### src/rtl/pkt_tlp_collector.sv
// -----------------------------------------------------------------------------
// pkt_tlp_collector
//
// Purpose:
//   Sits behind the PCIe packet detector. Every change of the detector's
//   wrapping packet counter marks exactly one new packet. That packet and
//   its type flags are captured in the same cycle. The flags are encoded
//   into a 4-bit type code, and {type, packet} is queued in a FIFO that is
//   drained through a valid/ready port. Per-type, invalid-type and drop
//   statistics are kept in saturating counters and read through a
//   registered select port.
//
// Optional feature:
//   Define PKT_TLP_COLLECTOR_STATS_CLR_EN to add the stats_clr input. It
//   synchronously zeroes all statistics counters and the drop counter, and
//   it wins over any increment in the same cycle. The FIFO and the overflow
//   flag are not affected by it.
//
// Ports:
//   clk          in   rising-edge clock
//   reset        in   synchronous, active-high reset
//   PKT_count    in   detector packet counter (wraps)
//   PKT          in   detector packet contents
//   MRd..Cp1D    in   detector type flags, exactly one expected per packet
//   stat_sel     in   statistics select (0-9 type, 10 invalid, 11 drop)
//   stats_clr    in   statistics clear (only with the macro above)
//   out_valid    out  FIFO head valid
//   out_ready    in   consumer accepts the head
//   out_pkt      out  head packet (0 while empty)
//   out_type     out  head type code (0 while empty, 4'hF = invalid flags)
//   fifo_level   out  occupied FIFO entries
//   overflow     out  sticky; set on the first dropped packet
//   stat_cnt     out  selected counter, one cycle after stat_sel
// -----------------------------------------------------------------------------
module pkt_tlp_collector #(
  parameter int PKT_CNT_WIDTH = 4,
  parameter int OUT_PKT_WIDTH = 160,
  parameter int FIFO_DEPTH    = 8,
  parameter int CNT_WIDTH     = 16
) (
  input  logic                             clk,
  input  logic                             reset,
  input  logic [PKT_CNT_WIDTH-1:0]         PKT_count,
  input  logic [OUT_PKT_WIDTH-1:0]         PKT,
  input  logic                             MRd,
  input  logic                             MWr,
  input  logic                             IORd,
  input  logic                             IOWr,
  input  logic                             CfgRd0,
  input  logic                             CfgWr0,
  input  logic                             CfgRd1,
  input  logic                             CfgWr1,
  input  logic                             Cpl,
  input  logic                             Cp1D,
  input  logic [3:0]                       stat_sel,
`ifdef PKT_TLP_COLLECTOR_STATS_CLR_EN
  input  logic                             stats_clr,
`endif
  input  logic                             out_ready,
  output logic                             out_valid,
  output logic [OUT_PKT_WIDTH-1:0]         out_pkt,
  output logic [3:0]                       out_type,
  output logic [$clog2(FIFO_DEPTH):0]      fifo_level,
  output logic                             overflow,
  output logic [CNT_WIDTH-1:0]             stat_cnt
);

  localparam int PTR_W   = $clog2(FIFO_DEPTH);
  localparam int LVL_W   = PTR_W + 1;
  localparam int ENTRY_W = 4 + OUT_PKT_WIDTH;
  localparam int N_TYPES = 10;

  localparam logic [3:0] TYPE_INVALID = 4'hF;

  // ---------------------------------------------------------------------------
  // Event detection
  // ---------------------------------------------------------------------------
  logic [PKT_CNT_WIDTH-1:0] r_prev_cnt;
  logic                     w_event;

  // Any difference is one packet, the F->0 wrap included. A change seen
  // while reset is high is discarded.
  assign w_event = !reset && (PKT_count != r_prev_cnt);

  // NOTE: sequential state uses non-blocking assignments so every register
  // samples the pre-edge values; blocking here would create order-dependent
  // simulation results that disagree with the synthesized flops.
  always_ff @(posedge clk) begin
    if (reset) r_prev_cnt <= '0;
    else       r_prev_cnt <= PKT_count;
  end

  // ---------------------------------------------------------------------------
  // Type encoding
  // ---------------------------------------------------------------------------
  logic [N_TYPES-1:0] w_flags;
  logic [3:0]         w_type;
  logic               w_type_valid;

  assign w_flags = {Cp1D, Cpl, CfgWr1, CfgRd1, CfgWr0, CfgRd0,
                    IOWr, IORd, MWr, MRd};

  // NOTE: every always_comb output gets a default before any branch, so no
  // path leaves it unassigned and no latch is inferred.
  always_comb begin
    w_type       = TYPE_INVALID;
    w_type_valid = 1'b0;
    if ($onehot(w_flags)) begin
      w_type_valid = 1'b1;
      for (int i = 0; i < N_TYPES; i++) begin
        if (w_flags[i]) w_type = 4'(i);
      end
    end
  end

  // ---------------------------------------------------------------------------
  // FIFO
  // ---------------------------------------------------------------------------
  logic [ENTRY_W-1:0] r_mem [FIFO_DEPTH];
  logic [PTR_W-1:0]   r_wr_ptr;
  logic [PTR_W-1:0]   r_rd_ptr;
  logic [LVL_W-1:0]   r_level;
  logic               r_overflow;

  logic               w_full;
  logic               w_pop;
  logic               w_push;
  logic               w_drop;
  logic [ENTRY_W-1:0] w_head;

  assign w_full  = (r_level == LVL_W'(FIFO_DEPTH));
  assign w_pop   = out_valid && out_ready;
  // A full FIFO still accepts a packet when the head leaves in the same cycle.
  assign w_push  = w_event && (!w_full || w_pop);
  assign w_drop  = w_event && w_full && !w_pop;

  // NOTE: the storage array has no reset; pointers and level define what is
  // valid, and the read side masks the head while empty.
  always_ff @(posedge clk) begin
    if (w_push) r_mem[r_wr_ptr] <= {w_type, PKT};
  end

  always_ff @(posedge clk) begin
    if (reset) begin
      r_wr_ptr   <= '0;
      r_rd_ptr   <= '0;
      r_level    <= '0;
      r_overflow <= 1'b0;
    end else begin
      if (w_push) r_wr_ptr <= r_wr_ptr + 1'b1;
      if (w_pop)  r_rd_ptr <= r_rd_ptr + 1'b1;
      case ({w_push, w_pop})
        2'b10:   r_level <= r_level + 1'b1;
        2'b01:   r_level <= r_level - 1'b1;
        default: r_level <= r_level;
      endcase
      if (w_drop) r_overflow <= 1'b1;
    end
  end

  assign w_head     = r_mem[r_rd_ptr];
  assign out_valid  = (r_level != '0);
  assign out_pkt    = out_valid ? w_head[OUT_PKT_WIDTH-1:0] : '0;
  assign out_type   = out_valid ? w_head[ENTRY_W-1 -: 4] : 4'h0;
  assign fifo_level = r_level;
  assign overflow   = r_overflow;

  // ---------------------------------------------------------------------------
  // Statistics
  // ---------------------------------------------------------------------------
  logic w_stats_clr;

`ifdef PKT_TLP_COLLECTOR_STATS_CLR_EN
  assign w_stats_clr = stats_clr;
`else
  assign w_stats_clr = 1'b0;
`endif

  logic [CNT_WIDTH-1:0] r_type_cnt [N_TYPES];
  logic [CNT_WIDTH-1:0] r_inv_cnt;
  logic [CNT_WIDTH-1:0] r_drop_cnt;
  logic [CNT_WIDTH-1:0] r_stat_cnt;
  logic [CNT_WIDTH-1:0] w_stat_mux;

  // Counting follows the event, not the push: dropped packets are still
  // counted by type. All counters stick at all-ones.
  always_ff @(posedge clk) begin
    if (reset || w_stats_clr) begin
      for (int i = 0; i < N_TYPES; i++) r_type_cnt[i] <= '0;
      r_inv_cnt  <= '0;
      r_drop_cnt <= '0;
    end else begin
      if (w_event) begin
        if (w_type_valid) begin
          for (int i = 0; i < N_TYPES; i++) begin
            if (w_type == 4'(i) && r_type_cnt[i] != '1)
              r_type_cnt[i] <= r_type_cnt[i] + 1'b1;
          end
        end else if (r_inv_cnt != '1) begin
          r_inv_cnt <= r_inv_cnt + 1'b1;
        end
      end
      if (w_drop && r_drop_cnt != '1) r_drop_cnt <= r_drop_cnt + 1'b1;
    end
  end

  always_comb begin
    w_stat_mux = '0;
    for (int i = 0; i < N_TYPES; i++) begin
      if (stat_sel == 4'(i)) w_stat_mux = r_type_cnt[i];
    end
    if (stat_sel == 4'd10) w_stat_mux = r_inv_cnt;
    if (stat_sel == 4'd11) w_stat_mux = r_drop_cnt;
  end

  // Registered read: shows the counter as it stood before this edge.
  always_ff @(posedge clk) begin
    if (reset) r_stat_cnt <= '0;
    else       r_stat_cnt <= w_stat_mux;
  end

  assign stat_cnt = r_stat_cnt;

endmodule

### config.mk
export PLATFORM = sky130hd
export DESIGN_NAME = pkt_tlp_collector
export DESIGN_NICKNAME = d
export VERILOG_FILES = /design/src/rtl/pkt_tlp_collector.sv
export SDC_FILE = /design/constraint.sdc
export NUM_CORES = 2
export LEC_CHECK = 0
export BUFFER_PORTS_ARGS = -buffer_cell sky130_fd_sc_hd__clkbuf_2
export CAP_MARGIN = 25
export CORE_ASPECT_RATIO = 2
export CORE_MARGIN = 5
export CORE_UTILIZATION = 55
export CTS_CLUSTER_SIZE = 16
export DETAILED_ROUTE_END_ITERATION = 8
export PLACE_DENSITY = 0.81
export SLEW_MARGIN = 15
export SYNTH_ARGS = -nofsm -noshare
export SYNTH_HDL_FRONTEND = slang
export SYNTH_SLANG_ARGS = --single-unit
### constraint.sdc
create_clock -name clk -period 36.4 [get_ports clk]
set_input_delay 0 -clock clk [delete_from_list [all_inputs] [get_ports clk]]
set_output_delay 0 -clock clk [all_outputs]
set_load 0.005 [all_outputs]
* Yosys cells after proc, flatten, opt, wreduce, memory -nomap -nowiden *
Memory sizes are Yosys's and may differ from the RTL's. A register that Yosys moved wholly into a read port is not among the register bits.
Cells that the tools add are included.

storage, ports and cells
  ROM bits = 0
  bits in registers = 63
  bits in writable memories = 1,472
  word-level logic and storage cells = 201
  input bits = 181
  memories kept = 2
  bits in latches = 0
  output and inout port bits = 186

memories
  memory      words  width  rd ports  clocked after Yosys merged registers in  write ports  RTL line  source
  r_mem       8      164    1         1                                        1            119       logic [ENTRY_W-1:0] r_mem [FIFO_DEPTH];
  r_type_cnt  10     16     10        0                                        10           179       logic [CNT_WIDTH-1:0] r_type_cnt [N_TYPES];

cells by class
  multiplexer cells = 93
  equal/unequal tests = 37
  divide/modulo/power cells = 0
  add/subtract/negate cells = 25
  multipliers = 0
  shift operators = 0
  magnitude comparators = 0
  bitwise operators = 11
  reduce and logical (&&, ||, !) cells = 25

operators with widths
  operator                                           number
  two-way mux 16 bit                                 22
  adder 16 x 1 -> 16 bit (second input constant)     12
  != test 16 bit (second input constant)             12
  two-way mux 160 bit                                1
  two-way mux 1 bit                                  55
  two-way mux 4 bit                                  12
  == test 4 x 3 -> 1 bit (second input constant)     8
  == test 4 bit (second input constant)              7
  == test 4 x 2 -> 1 bit (second input constant)     4
  logical AND 1 bit                                  16
  == test 4 x 1 -> 1 bit (second input constant)     3
  adder 1 x 1 -> 2 bit                               5
  bitwise OR 1 bit                                   10
  zero test 4 bit                                    2
  case mux 4 bit (2 select lines)                    1
  adder 2 x 2 -> 3 bit                               2
  adder 3 x 1 -> 3 bit (second input constant)       2
  two-way mux 3 bit                                  2
  adder 3 x 3 -> 4 bit                               1
  adder 4 x 1 -> 4 bit (second input constant)       1
  adder 4 x 2 -> 4 bit                               1
  != test 4 bit                                      1
  nonzero test 4 bit                                 1
  subtractor 4 x 1 -> 4 bit (second input constant)  1
  other kinds (7)                                    9

* Longest topological paths before layout *
  word-level depth = 19
  depth in mapped cells = 15
  gate-level depth less buffers = 13

* Worst setup path before layout *
No wires, ideal clock.

  kind = reg-to-reg
  from = reg r_prev_cnt[1]
  to = mem r_mem[0][0] in the netlist's numbering, enable pin
  period minus slack after synthesis = 17.611 ns
  cell stages (with the launch flop) = 6
  arrival = 16.522 ns
  slack = 18.789 ns
  buffers on the path = 1
  cell sequence = dfxtp_1 -> xor2_1 -> o41a_1 -> buf_2 -> nand2_1 -> nor4_1

on the way
  longest elaborated chain between the ends = 5

ends and longest elaborated chain
  what                                     RTL line  source
  start: declaration                       78        logic [PKT_CNT_WIDTH-1:0] r_prev_cnt;
  start signal: assignment                 90        else r_prev_cnt <= PKT_count;
  != test 4 bit                            83        assign w_event = !reset && (PKT_count != r_prev_cnt);
  logical AND 1 bit                        83
  logical AND 1 bit                        134       assign w_push = w_event && (!w_full || w_pop);
  two-way mux 1 bit                        140       if (w_push) r_mem[r_wr_ptr] <= {w_type, PKT};
  two-way mux 1 bit (not written as such)  140
  end: declaration                         119

No other way between the ends.

==> qor.csv <==
metric;value;unit
outcome;completed;
ys_async_rst_share;0;
clock_tree.htree_level_count;4;
endpoint_type_of_the_worst_setup_path;register;
floorplan.die_area;0.121;sq mm
critPathRequiredTime;36.77;ns
min_period_over_period;0.139;
tritoncts;built;
worst_skew_pair.late_latency;0.75;ns
place.detailed.hpwl;84400;microns
crit_family;adder cells;
worstPathMaxFanout;17;
worst_r2r_startpoint;r_prev_cnt[1]$_SDFF_PP0_;
synthesis.area;0.0626;sq mm
maxSlewViolCount;0;
grt_pass1_wl;224000;microns
max-slew-margin-rel;0.294;
routed_wl;149000;microns
routed_via_count;34300;
drive_above_1_share;0.250;
startpoint_type;input port;
period_needed;5.07;ns
drtPass1Iterations;8;
path_buf_inv;5;
cts_sinks;1538;
dp_cells;5152;
gp_congestion;1.00;
most_common_library_cell_in_the_layout_ignoring_fill_and_taps;sky130_fd_sc_hd__edfxtp_1;
setup.reg_to_reg.worst_slack;32.21;ns
class_of_the_most_critical_hold_timing_path;input port to register;
report.final.setup_viol;0;
holdWs;0.0628;ns
count_of_max_cap_constraint_violations;0;
clk_pin_slew_worst_paths;0.07;ns
power_leakage;0.0233;uW
io_buffer_count;366;
synth.distinct_cells;79;
swShare;0.268;
design.core.area;0.113;sq mm
finClkSkew;0.0235;ns
place_ws;31.21;ns
overflow;0;
max-vdd-ir-drop;0.0984;mV
power.net_switching;1170;uW
setup.worst_path.start;Cp1D;
power.combinational.fraction;0.199;
timing.critical_path.to;r_type_cnt[3][15]$_SDFFCE_PN0P_;
die_w;249;microns
internal_dissipation;3210;uW
start_util;0.552;
post_synth_inst_count;3395;
sum_of_negative_setup_slack;0;ns
average_wire_length_per_cell_after_detail_routing;26.7;microns
rsz_0062_raised_after_global_routing;no;
timing.critical_path.slowest_stage_cell;sky130_fd_sc_hd__nand2_1;
area_growth;15.5;%
synth.yosys.warnings;0;
ant_nets;0;
cpPeakStageDelay;0.81;ns
fp.dieH;487;microns
power-per-cell-area;60.6;mW/mm^2
cts_root_buf;sky130_fd_sc_hd__clkbuf_16;
final_net_count;4176;
worstReg2RegEnd;r_mem[1][14]$_DFFE_PP_;
synth-edff-count;1472;
fmax;197;MHz
row_count;175;
layout.filler_cells;7676;
syn_avg_cell_area;18.4;sq um
grt_pass1_vias;36200;
antenna_found_initial;10;
layout.cells.non_filler;5577;
routed_via_count_divided_by_cell_count;6.15;
worstHoldStart;PKT[69];
critical_path.most_common_cell;sky130_fd_sc_hd__fa_1;
dominantRegCellSynth;sky130_fd_sc_hd__edfxtp_1;
hold_violations;0;
detail_route.drc_violations;0;
grt_start_max_net_pins;131;
layout.cells.most_common_list;sky130_fd_sc_hd__edfxtp_1, sky130_fd_sc_hd__nor2_1, sky130_fd_sc_hd__clkbuf_2;
iteration_0_drc_markers;2802;
clockPowerShare;0.318;
worstRegToRegCells;6;
crit_type;input port to register;
boundaryPins;367;
synth.ff_latch_count;1538;
tritoncts.num_buffers;131;
cp_num_cells;15;
fin_util;0.638;
cp_cell_sequence;dlygate4sd3_1 > clkbuf_2 > fa_1 > fa_1 > inv_1 > fa_1 > inv_1 > ha_1 > inv_1 > fa_1 > a2111o_1 > a21o_1 > nor3_2 > nand4_1 > nand2_1;
seq_power_share;0.483;
postSynthNetCount;3603;
ys_seq_area_frac;0.727;
final.setup.worst_slack;31.33;ns
gr-usage-all-layers;0.245;
arrival;5.44;ns
clock_path_buffers;3;
worst_pin_slew;1.06;ns
-- kinds of logic (layout without fill, tap and decap cells) --
group,count (synthesis),count (layout),synth area share
xor+xnor,153,153,0.0214
simple gates,742,742,0.0554
compound gates,175,175,0.0205
fa+ha+maj,27,27,0.00624
flops,1538,1538,0.727
buf+inv,208,882,0.0137
mux,552,552,0.155
other cells,0,4,0
-- repair_timing --
item,4_1_cts,5_1_grt
endpoints found under the hold margin,1354,0
hold buffers,183,0
buffers inserted,0,0
gates resized for setup,0,0
-- worst min-delay path by stage --
stage | to | slack, ns | cells past startpoint
2_1_floorplan | r_mem[0][0]$_DFFE_PP_ | 0.1 | 0
3_3_place_gp | r_prev_cnt[0]$_SDFF_PP0_ | 0.25 | 2
3_5_place_dp | r_prev_cnt[3]$_SDFF_PP0_ | 0.25 | 2
4_1_cts | r_mem[4][84]$_DFFE_PP_ | 0.007 | 2
5_1_grt | r_mem[5][69]$_DFFE_PP_ | 0.05 | 2
6_report | r_mem[5][69]$_DFFE_PP_ | 0.06 | 2
-- sequential cells by signal, summed over array words and instances (netlist names), named ones only --
name and cells:
fifo_level 4, r_mem 1312, r_prev_cnt 4, r_drop_cnt 16, r_rd_ptr 3, r_wr_ptr 3, stat_cnt 16, r_inv_cnt 16
r_type_cnt 160, overflow 1
-- routing by layer --
layer / wire length [microns] / vias to the layer above / GRT usage
met5: 76 / - / 0
met4: 7500 / 12 / 0.113
met3: 10200 / 371 / 0.0479
met2: 78200 / 1642 / 0.430
met1: 53100 / 17600 / 0.295
li1: - / 14700 / -
-- synth_stat cells, drive strengths merged, types with 8 or more instances --
cell / instances / share of area
nor2b: 12 / 0.0012
mux4: 332 / 0.12
a211oi: 13 / 0.0016
or4: 8 / 0.0010
nor2: 387 / 0.024
a21oi: 32 / 0.0027
nor3: 39 / 0.0032
o21ai: 31 / 0.0025
inv: 44 / 0.0026
buf: 79 / 0.0060
xor2: 90 / 0.013
nand3: 75 / 0.0060
nand2: 91 / 0.0055
ha: 20 / 0.0040
or3: 14 / 0.0014
clkbuf: 85 / 0.0051
and4: 20 / 0.0028
xnor2: 63 / 0.0088
dfxtp: 66 / 0.021
mux2: 38 / 0.0068
o211ai: 13 / 0.0019
mux2i: 182 / 0.029
o22ai: 10 / 0.0010
and3: 23 / 0.0023
a222oi: 8 / 0.0013
nand4: 40 / 0.0040
edfxtp: 1472 / 0.71
-- power by group through the flow --
stage	logic, uW	clock network [uW]	registers [uW]
floorplan	522	0	2170
global placement	843	0	2140
detailed placement	857	0	2150
CTS	883	1420	2120
global route	950	1490	2120
finish	874	1390	2120
-- metrics by stage --
| stage | instance area (sq um) | total power [uW] |
|---|---|---|
| 2_1_floorplan | 62600 | 2700 |
| 3_3_place_gp | 66100 | 2990 |
| 3_5_place_dp | 66100 | 3010 |
| 4_1_cts | 72200 | 4420 |
| 5_1_grt | 72300 | 4570 |
| 6_report | 72300 | 4380 |
-- cell type report --
type                    count  area [sq um]  share of cell area
flip-flops and latches   1538         45500               0.630
multi-input cells        1649         16300               0.225
repair buffers            604          4210              0.0582
clock buffers             158          3470              0.0481
well taps                1504          1880              0.0260
clock inverters            76           763              0.0106
inverters                  44           165             0.00228
diodes                      4          10.0            0.000138
Power figures use the tool's default switching activity.
